`src/rtl/isa_pkg.sv`:
```
// isa_pkg: opcode constants, instruction field positions and opcode
// classification helpers for the five-stage pipeline. Shared by the ID,
// EX and WB stages so that all stages agree on encodings.
package isa_pkg;

  localparam int XLEN   = 32;
  localparam int REG_AW = 5;
  localparam int OP_W   = 6;

  // Instruction field positions
  localparam int OP_MSB  = 31;
  localparam int OP_LSB  = 26;
  localparam int RS_MSB  = 25;
  localparam int RS_LSB  = 21;
  localparam int RT_MSB  = 20;
  localparam int RT_LSB  = 16;
  localparam int RD_MSB  = 15;
  localparam int RD_LSB  = 11;
  localparam int IMM_MSB = 15;
  localparam int TGT_MSB = 25;

  // Opcodes
  localparam logic [OP_W-1:0] OP_ADD = 6'b000000;
  localparam logic [OP_W-1:0] OP_SUB = 6'b000001;
  localparam logic [OP_W-1:0] OP_AND = 6'b000010;
  localparam logic [OP_W-1:0] OP_OR  = 6'b000011;
  localparam logic [OP_W-1:0] OP_XOR = 6'b000100;
  localparam logic [OP_W-1:0] OP_SLT = 6'b000101;
  localparam logic [OP_W-1:0] OP_SW  = 6'b010000;
  localparam logic [OP_W-1:0] OP_LW  = 6'b010001;
  localparam logic [OP_W-1:0] OP_BEQ = 6'b100000;
  localparam logic [OP_W-1:0] OP_JMP = 6'b100001;
  localparam logic [OP_W-1:0] OP_NOP = 6'b111111;

  function automatic logic is_rtype(input logic [OP_W-1:0] op);
    return (op <= OP_SLT);
  endfunction

  // Ops that write a destination register at WB
  function automatic logic is_writer(input logic [OP_W-1:0] op);
    return is_rtype(op) || (op == OP_LW);
  endfunction

  function automatic logic uses_rs(input logic [OP_W-1:0] op);
    return is_rtype(op) || (op == OP_SW) || (op == OP_LW) || (op == OP_BEQ);
  endfunction

  function automatic logic uses_rt(input logic [OP_W-1:0] op);
    return is_rtype(op) || (op == OP_SW) || (op == OP_BEQ);
  endfunction

endpackage

```
`src/rtl/regfile.sv`:
```
// regfile: 32x32 register file, two async read ports, one write port.
// Ports: clk/rst (async active-high reset clears all registers);
//   ra1/ra2 -> rd1/rd2 read ports; we/wa/wd write port (on clk edge).
// R0 always reads zero and ignores writes. A read of the register being
// written this cycle returns the write data (write-through bypass).
module regfile
  import isa_pkg::*;
(
  input  logic              clk,
  input  logic              rst,
  input  logic [REG_AW-1:0] ra1,
  input  logic [REG_AW-1:0] ra2,
  output logic [XLEN-1:0]   rd1,
  output logic [XLEN-1:0]   rd2,
  input  logic              we,
  input  logic [REG_AW-1:0] wa,
  input  logic [XLEN-1:0]   wd
);

  logic [XLEN-1:0] regs [32];

  always_ff @(posedge clk or posedge rst) begin
    if (rst) begin
      for (int i = 0; i < 32; i++) regs[i] <= '0;
    end else if (we && (wa != '0)) begin
      regs[wa] <= wd;
    end
  end

  // Bypass lets an instruction three behind a writer read the value that
  // WB is committing in the same cycle, so no extra stall is needed.
  always_comb begin
    rd1 = '0;
    rd2 = '0;
    if (ra1 != '0) rd1 = (we && (wa == ra1)) ? wd : regs[ra1];
    if (ra2 != '0) rd2 = (we && (wa == ra2)) ? wd : regs[ra2];
  end

endmodule

```
`src/rtl/id_stage.sv`:
```
// id_stage: instruction decode stage. Decodes the IF/ID word, reads the
// register file, detects RAW hazards against EX and MEM (no forwarding) and
// drives the ID/EX pipeline register one cycle after IF/ID.
// Ports: clk, rst (async active-high); ir_id/npc_id/valid_id/flush_id from
//   IF/ID; mem_we/mem_ri from MEM; wb_we/wb_ri/wb_data from WB;
//   stall_id (combinational) upstream; op_ex/npc_ex/Ri_ex/A_ex/B_ex/Imm_ex
//   registered towards EX.
module id_stage
  import isa_pkg::*;
(
  input  logic              clk,
  input  logic              rst,
  input  logic [XLEN-1:0]   ir_id,
  input  logic [XLEN-1:0]   npc_id,
  input  logic              valid_id,
  input  logic              flush_id,
  input  logic              mem_we,
  input  logic [REG_AW-1:0] mem_ri,
  input  logic              wb_we,
  input  logic [REG_AW-1:0] wb_ri,
  input  logic [XLEN-1:0]   wb_data,
  output logic              stall_id,
  output logic [OP_W-1:0]   op_ex,
  output logic [XLEN-1:0]   npc_ex,
  output logic [REG_AW-1:0] Ri_ex,
  output logic [XLEN-1:0]   A_ex,
  output logic [XLEN-1:0]   B_ex,
  output logic [XLEN-1:0]   Imm_ex
);

  logic [OP_W-1:0]   op;
  logic [REG_AW-1:0] rs, rt, rd;
  logic [XLEN-1:0]   imm_sext;
  logic [XLEN-1:0]   rf_rs, rf_rt;

  assign op       = ir_id[OP_MSB:OP_LSB];
  assign rs       = ir_id[RS_MSB:RS_LSB];
  assign rt       = ir_id[RT_MSB:RT_LSB];
  assign rd       = ir_id[RD_MSB:RD_LSB];
  assign imm_sext = {{16{ir_id[IMM_MSB]}}, ir_id[IMM_MSB:0]};

  regfile u_regfile (
    .clk (clk),
    .rst (rst),
    .ra1 (rs),
    .ra2 (rt),
    .rd1 (rf_rs),
    .rd2 (rf_rt),
    .we  (wb_we),
    .wa  (wb_ri),
    .wd  (wb_data)
  );

  // Decode into the values the ID/EX register would take
  logic [OP_W-1:0]   dec_op;
  logic [REG_AW-1:0] dec_ri;
  logic [XLEN-1:0]   dec_a, dec_b, dec_imm, dec_npc;

  always_comb begin
    dec_op  = OP_NOP;
    dec_ri  = '0;
    dec_a   = '0;
    dec_b   = '0;
    dec_imm = '0;
    dec_npc = '0;
    case (op)
      OP_ADD, OP_SUB, OP_AND, OP_OR, OP_XOR, OP_SLT: begin
        dec_op  = op;
        dec_ri  = rd;
        dec_a   = rf_rs;
        dec_b   = rf_rt;
        dec_npc = npc_id;
      end
      OP_SW: begin
        // A carries the store data, B the base address
        dec_op  = op;
        dec_a   = rf_rt;
        dec_b   = rf_rs;
        dec_imm = imm_sext;
        dec_npc = npc_id;
      end
      OP_LW: begin
        dec_op  = op;
        dec_ri  = rt;
        dec_b   = rf_rs;
        dec_imm = imm_sext;
        dec_npc = npc_id;
      end
      OP_BEQ: begin
        dec_op  = op;
        dec_a   = rf_rs;
        dec_b   = rf_rt;
        dec_imm = {imm_sext[XLEN-3:0], 2'b00};
        dec_npc = npc_id;
      end
      OP_JMP: begin
        dec_op  = op;
        dec_imm = {npc_id[31:28], ir_id[TGT_MSB:0], 2'b00};
        dec_npc = npc_id;
      end
      default: ; // undefined opcode decodes to a bubble
    endcase
  end

  // RAW hazard: a used, non-zero source is still being produced by the
  // instruction in EX or MEM. Undefined opcodes use no sources.
  function automatic logic src_hit(input logic [REG_AW-1:0] s,
                                   input logic [OP_W-1:0] ex_op,
                                   input logic [REG_AW-1:0] ex_ri,
                                   input logic m_we,
                                   input logic [REG_AW-1:0] m_ri);
    return (s != '0) &&
           ((is_writer(ex_op) && (s == ex_ri)) || (m_we && (s == m_ri)));
  endfunction

  logic hazard;
  logic load_bubble;

  always_comb begin
    hazard = 1'b0;
    if (uses_rs(op) && src_hit(rs, op_ex, Ri_ex, mem_we, mem_ri)) hazard = 1'b1;
    if (uses_rt(op) && src_hit(rt, op_ex, Ri_ex, mem_we, mem_ri)) hazard = 1'b1;
  end

  assign stall_id    = valid_id & hazard & ~flush_id;
  assign load_bubble = flush_id | stall_id | ~valid_id;

  always_ff @(posedge clk or posedge rst) begin
    if (rst) begin
      op_ex  <= OP_NOP;
      Ri_ex  <= '0;
      A_ex   <= '0;
      B_ex   <= '0;
      Imm_ex <= '0;
      npc_ex <= '0;
    end else if (load_bubble) begin
      op_ex  <= OP_NOP;
      Ri_ex  <= '0;
      A_ex   <= '0;
      B_ex   <= '0;
      Imm_ex <= '0;
      npc_ex <= '0;
    end else begin
      op_ex  <= dec_op;
      Ri_ex  <= dec_ri;
      A_ex   <= dec_a;
      B_ex   <= dec_b;
      Imm_ex <= dec_imm;
      npc_ex <= dec_npc;
    end
  end

endmodule

```
`config.mk`:
```
export PLATFORM = sky130hd
export DESIGN_NAME = id_stage
export DESIGN_NICKNAME = d
export VERILOG_FILES = /design/src/rtl/isa_pkg.sv /design/src/rtl/regfile.sv /design/src/rtl/id_stage.sv
export SDC_FILE = /design/constraint.sdc
export NUM_CORES = 2
export LEC_CHECK = 0
export BUFFER_PORTS_ARGS = -buffer_cell sky130_fd_sc_hd__buf_2
export CAP_MARGIN = 20
export CORE_AREA = 2 2 368 370
export CTS_CLUSTER_DIAMETER = 200
export DETAILED_ROUTE_END_ITERATION = 7
export DIE_AREA = 0 0 370 372
export HOLD_SLACK_MARGIN = 0.08
export SLEW_MARGIN = 20
export SYNTH_ARGS = -nofsm -noshare
export SYNTH_HDL_FRONTEND = slang
export SYNTH_SLANG_ARGS = --single-unit
```
`constraint.sdc`:
```
create_clock -name clk -period 37.8 [get_ports clk]
set_input_delay 3.78 -clock clk [delete_from_list [all_inputs] [get_ports clk]]
set_output_delay 3.78 -clock clk [all_outputs]
set_load 0.02 [all_outputs]
```
==> impl.org <==
** Yosys
- Post-Syn Instances :: 4105
- A synthesized cell averages 14.56 sq um.
- The synthesized design contains 0 enable-type register cells.
- #FFs+latches synth :: 1163
- The share of the Yosys chip area taken by registers is 48.72%.
- Share of async-settable or async-resettable flops after synthesis :: 100.0%
- Netlist area before placement :: 0.05975 sq mm
- In the synthesized netlist the dominant register cell turns out to be dfrtp_1.
- Total of warnings raised by yosys :: 0
- Count of distinct cell types in the synthesized netlist :: 66
- Net count after synthesis :: 4217

** Drt
- The detail route stage leaves a number of antenna-violating nets equal to 0.
- Total iterations of the first detailed-routing run :: 6
- The final layout contains routed wiring with a total length of 206400 microns.
- Routed vias :: 39.95k
- Count of unresolved DRC violations after routing :: 0
- Ratio of routed vias to standard cells :: 6.618
- The first routing iteration left 4108 violations.
- In the final routed layout, each cell accounts on average for 34.19 microns.

** STA
- Setup-failing EPs final :: 0
- Count of final max-slew check failures :: 0
- Slew of the pin with the lowest slew margin :: 1.188 ns
- Post-layout worst setup margin :: 28.13 ns
- Setup TNS after final layout :: 0 ns
- Setup repair after global routing missed its margin :: no
- Hold violation total from the final report :: 0
- Measured against its own limit, the worst slew margin works out to 20.72%.
- The tightest hold path in the finished design has a slack of 0.4012 ns.
- Max Clk Rate :: 0.1035 GHz
- Setup Skew :: 0.02786 ns
- Final critical path time including I/O delays and setup :: 9.665 ns
- After layout, the worst path uses 25.57% of the clock period.

** Global route
- Overflow left after global routing :: 0
- Global-route wire length before repair :: 297600 microns
- Via count of the first global-routing pass :: 40.38k
- Across every metal layer, demand over resource in global routing totals 30.11%.
- The number of antenna violations at the first check in global routing is 19.
- Pin count of the biggest net entering global routing :: 158

** Critical path
- Counting stages on the worst path, the most repeated cell is nor2_1.
- Category of the worst setup path launch point :: primary input
- At the worst endpoint, the required time is 34.02 ns.
- Worst Path Arrival :: 5.89 ns
- Crit Path Category :: in -> out
- Maximum fanout along the worst path :: 67
- Max stage delay cell, worst path :: buf_8
- Largest stage delay, worst path :: 0.52 ns
- STA classifies the critical path endpoint as an output port.
- Sequence of cells on the critical path :: buf_8 -> xor2_1 -> nor4_1 -> nand3_1 -> a221oi_1 -> nor2_1 -> nor2_1 -> buf_2

** Place
- GPL Wtd Cong :: 0.8482
- Post-Place Worst Slack :: 28.08 ns
- Port bufs :: 251
- In this run the cell area measured after placement is 0.06230 sq mm.
- Total half-perimeter wirelength after legalization and detailed placement :: 119300 microns

** Clocking
- The H-tree generated during clock tree synthesis spans 4 levels.
- Post-CTS sizing :: 0
- Number of buffers inserted by post-CTS setup repair :: 0
- TritonCTS clock tree :: built
- CTS placed an instance of clkbuf_16 at the clock tree root.
- Clock sinks :: 1163
- Worst-path clk slew :: 0.06 ns
- Number of CTS-inserted buffers :: 134
- CTS Hold Buffers Added :: 0
- Clock Path Buffers :: 3
- At the later pin of the worst-skew pair, clock insertion delay measures 0.77 ns.

** Finish
- Fill cells in the final layout number 11.46k.
- Final core occ :: 49.81%
- Area of the multi-input gates :: 0.02878 sq mm
- The finished cells cover 0.06689 sq mm.
- After the last flow step, the layout net total stands at 4256.
- Summing all flip-flop and latch instances after layout gives 0.02911 sq mm.
- Most common library cell in the layout ignoring fill and taps :: dfrtp_1
- Share of post-route cells with drive strength above 1 :: 49.36%
- The library cells used most frequently in the layout, excluding fill and tap cells, are dfrtp_1 (1157), mux2_2 (996), mux4_2 (450).
- Area overhead of the layout relative to synthesis :: 11.94%

** Power and ir drop
- In this run the static leakage power is 29.41 nW.
- IR analysis of the VDD net gives a maximum drop of 0.02902 mV.
- For this design the ratio of total power to cell area is 53.94 mW/mm^2.

** Die
- In this run the count of I/O pins placed on the die edge is 252.
- Row cnt :: 135
- The die covers 0.1376 sq mm.
- Die height :: 372 microns
- The floorplan step defined a core boundary enclosing 0.1343 sq mm.
- For this configuration, the core starts out at a cell density of 44.50%.
- Measured along the x axis, the die boundary spans 370 microns.

** Flow run
- The tool flagged a number of max-cap violations equal to 0.

** Hold path
- Path class of the lowest-slack min-delay path :: reg -> reg

** Outcome
- Result of the run :: completed
-- kinds of logic after synthesis --
| family | count (synthesis) | share of synthesized area (%) |
|---|---|---|
| AND/OR/NAND/NOR | 309 | 2.565 |
| AO/OA/AOI/OAI | 514 | 5.961 |
| multiplexers | 1627 | 38.76 |
| buffers and inverters | 462 | 3.553 |
| XOR/XNOR | 30 | 0.4397 |
| flip-flops | 1163 | 48.72 |
-- worst paths after layout --
kind	from	to	slack, ns	cells past startpoint
worst max register to register	op_ex[0]	B_ex[30]	34.29	9
max in group asynchronous	rst	u_regfile.regs[567]	31.38	5
worst max-delay path	ir_id[16]	stall_id	28.13	8
worst min register to register	u_regfile.regs[1010]	u_regfile.regs[1010]	0.40	0
min in group asynchronous	rst	npc_ex[6]	3.16	2
worst min-delay path	u_regfile.regs[1010]	u_regfile.regs[1010]	0.40	0
-- layout make-up --
class	instances	area share (%)
diodes	10	0.03741
flip-flops and latches	1163	43.52
clock inverters	45	0.8156
multi-input cells	2480	43.03
repair buffers	359	3.234
well taps	1781	3.332
inverters	6	0.04489
clock buffers	193	5.986
-- power breakdown --
part | internal [W] | total (W) | switching, W
combinational | 0.000377 | 0.000645 | 0.000269
sequential | 0.00146 | 0.00161 | 0.000155
clock | 0.000810 | 0.00135 | 0.000542
-- flip-flops by register name, summed over array words and instances, names as in the netlist --
register	count
npc_ex	32
A_ex	32
Imm_ex	32
B_ex	32
Ri_ex	5
op_ex	6
u_regfile.regs	1024
-- worst max-delay path, delay by kind of cell --
kind | cells | cell delay (ns)
xor gates and xnor gates | 1 | 0.13
and+or+nand+nor | 4 | 0.76
buffers and inverters | 2 | 0.71
AOI/OAI and AO/OA | 1 | 0.47
-- stage by stage --
stage                     total power, W  instances
final                           0.003608       6037
after floorplan                 0.002093       4105
after detailed placement        0.002268       5789
after global routing            0.003745       6032
after CTS                       0.003617       6027
after global placement          0.002247       5789
-- synthesized netlist by cell type, types with 5 or more instances --
cell | n | area [sq um]
buf_1 | 52 | 195.2
buf_4 | 31 | 232.7
a32o_1 | 25 | 250.2
nand2b_1 | 13 | 81.33
a22oi_1 | 142 | 1066
xor2_1 | 22 | 192.7
nor2_1 | 92 | 345.3
a32oi_1 | 7 | 61.31
a21o_1 | 6 | 45.04
a221oi_1 | 20 | 175.2
nor3b_1 | 5 | 37.54
a21oi_1 | 83 | 415.4
o2111ai_1 | 10 | 87.58
mux2i_1 | 181 | 1812
xnor2_1 | 8 | 70.07
o22a_1 | 16 | 140.1
and3_1 | 7 | 43.79
or3_1 | 10 | 62.56
nand2_1 | 85 | 319.1
o221ai_1 | 9 | 78.83
and2_1 | 37 | 231.5
o211ai_1 | 12 | 90.09
o22ai_1 | 94 | 588.1
or4_1 | 8 | 60.06
buf_6 | 21 | 236.5
clkbuf_1 | 260 | 975.9
buf_2 | 91 | 455.4
mux4_2 | 450 | 10130
a2111oi_0 | 17 | 148.9
o21ai_0 | 54 | 270.3
mux2_2 | 996 | 11220
a31oi_1 | 6 | 37.54
dfstp_2 | 6 | 157.7
nand3_1 | 13 | 65.06
nor3_1 | 6 | 30.03
nor2b_1 | 7 | 43.79
dfrtp_1 | 1157 | 28950
-- routing by layer --
layer	global-route usage [%]	vias to the layer above	routed length, microns
met2	45.55	1869	94020
met4	12.95	12	9330
met5	0	-	67
li1	-	15870	-
met1	41.89	21720	85680
met3	6.727	477	17330
Note: power is estimated with default switching activity, not from simulation.
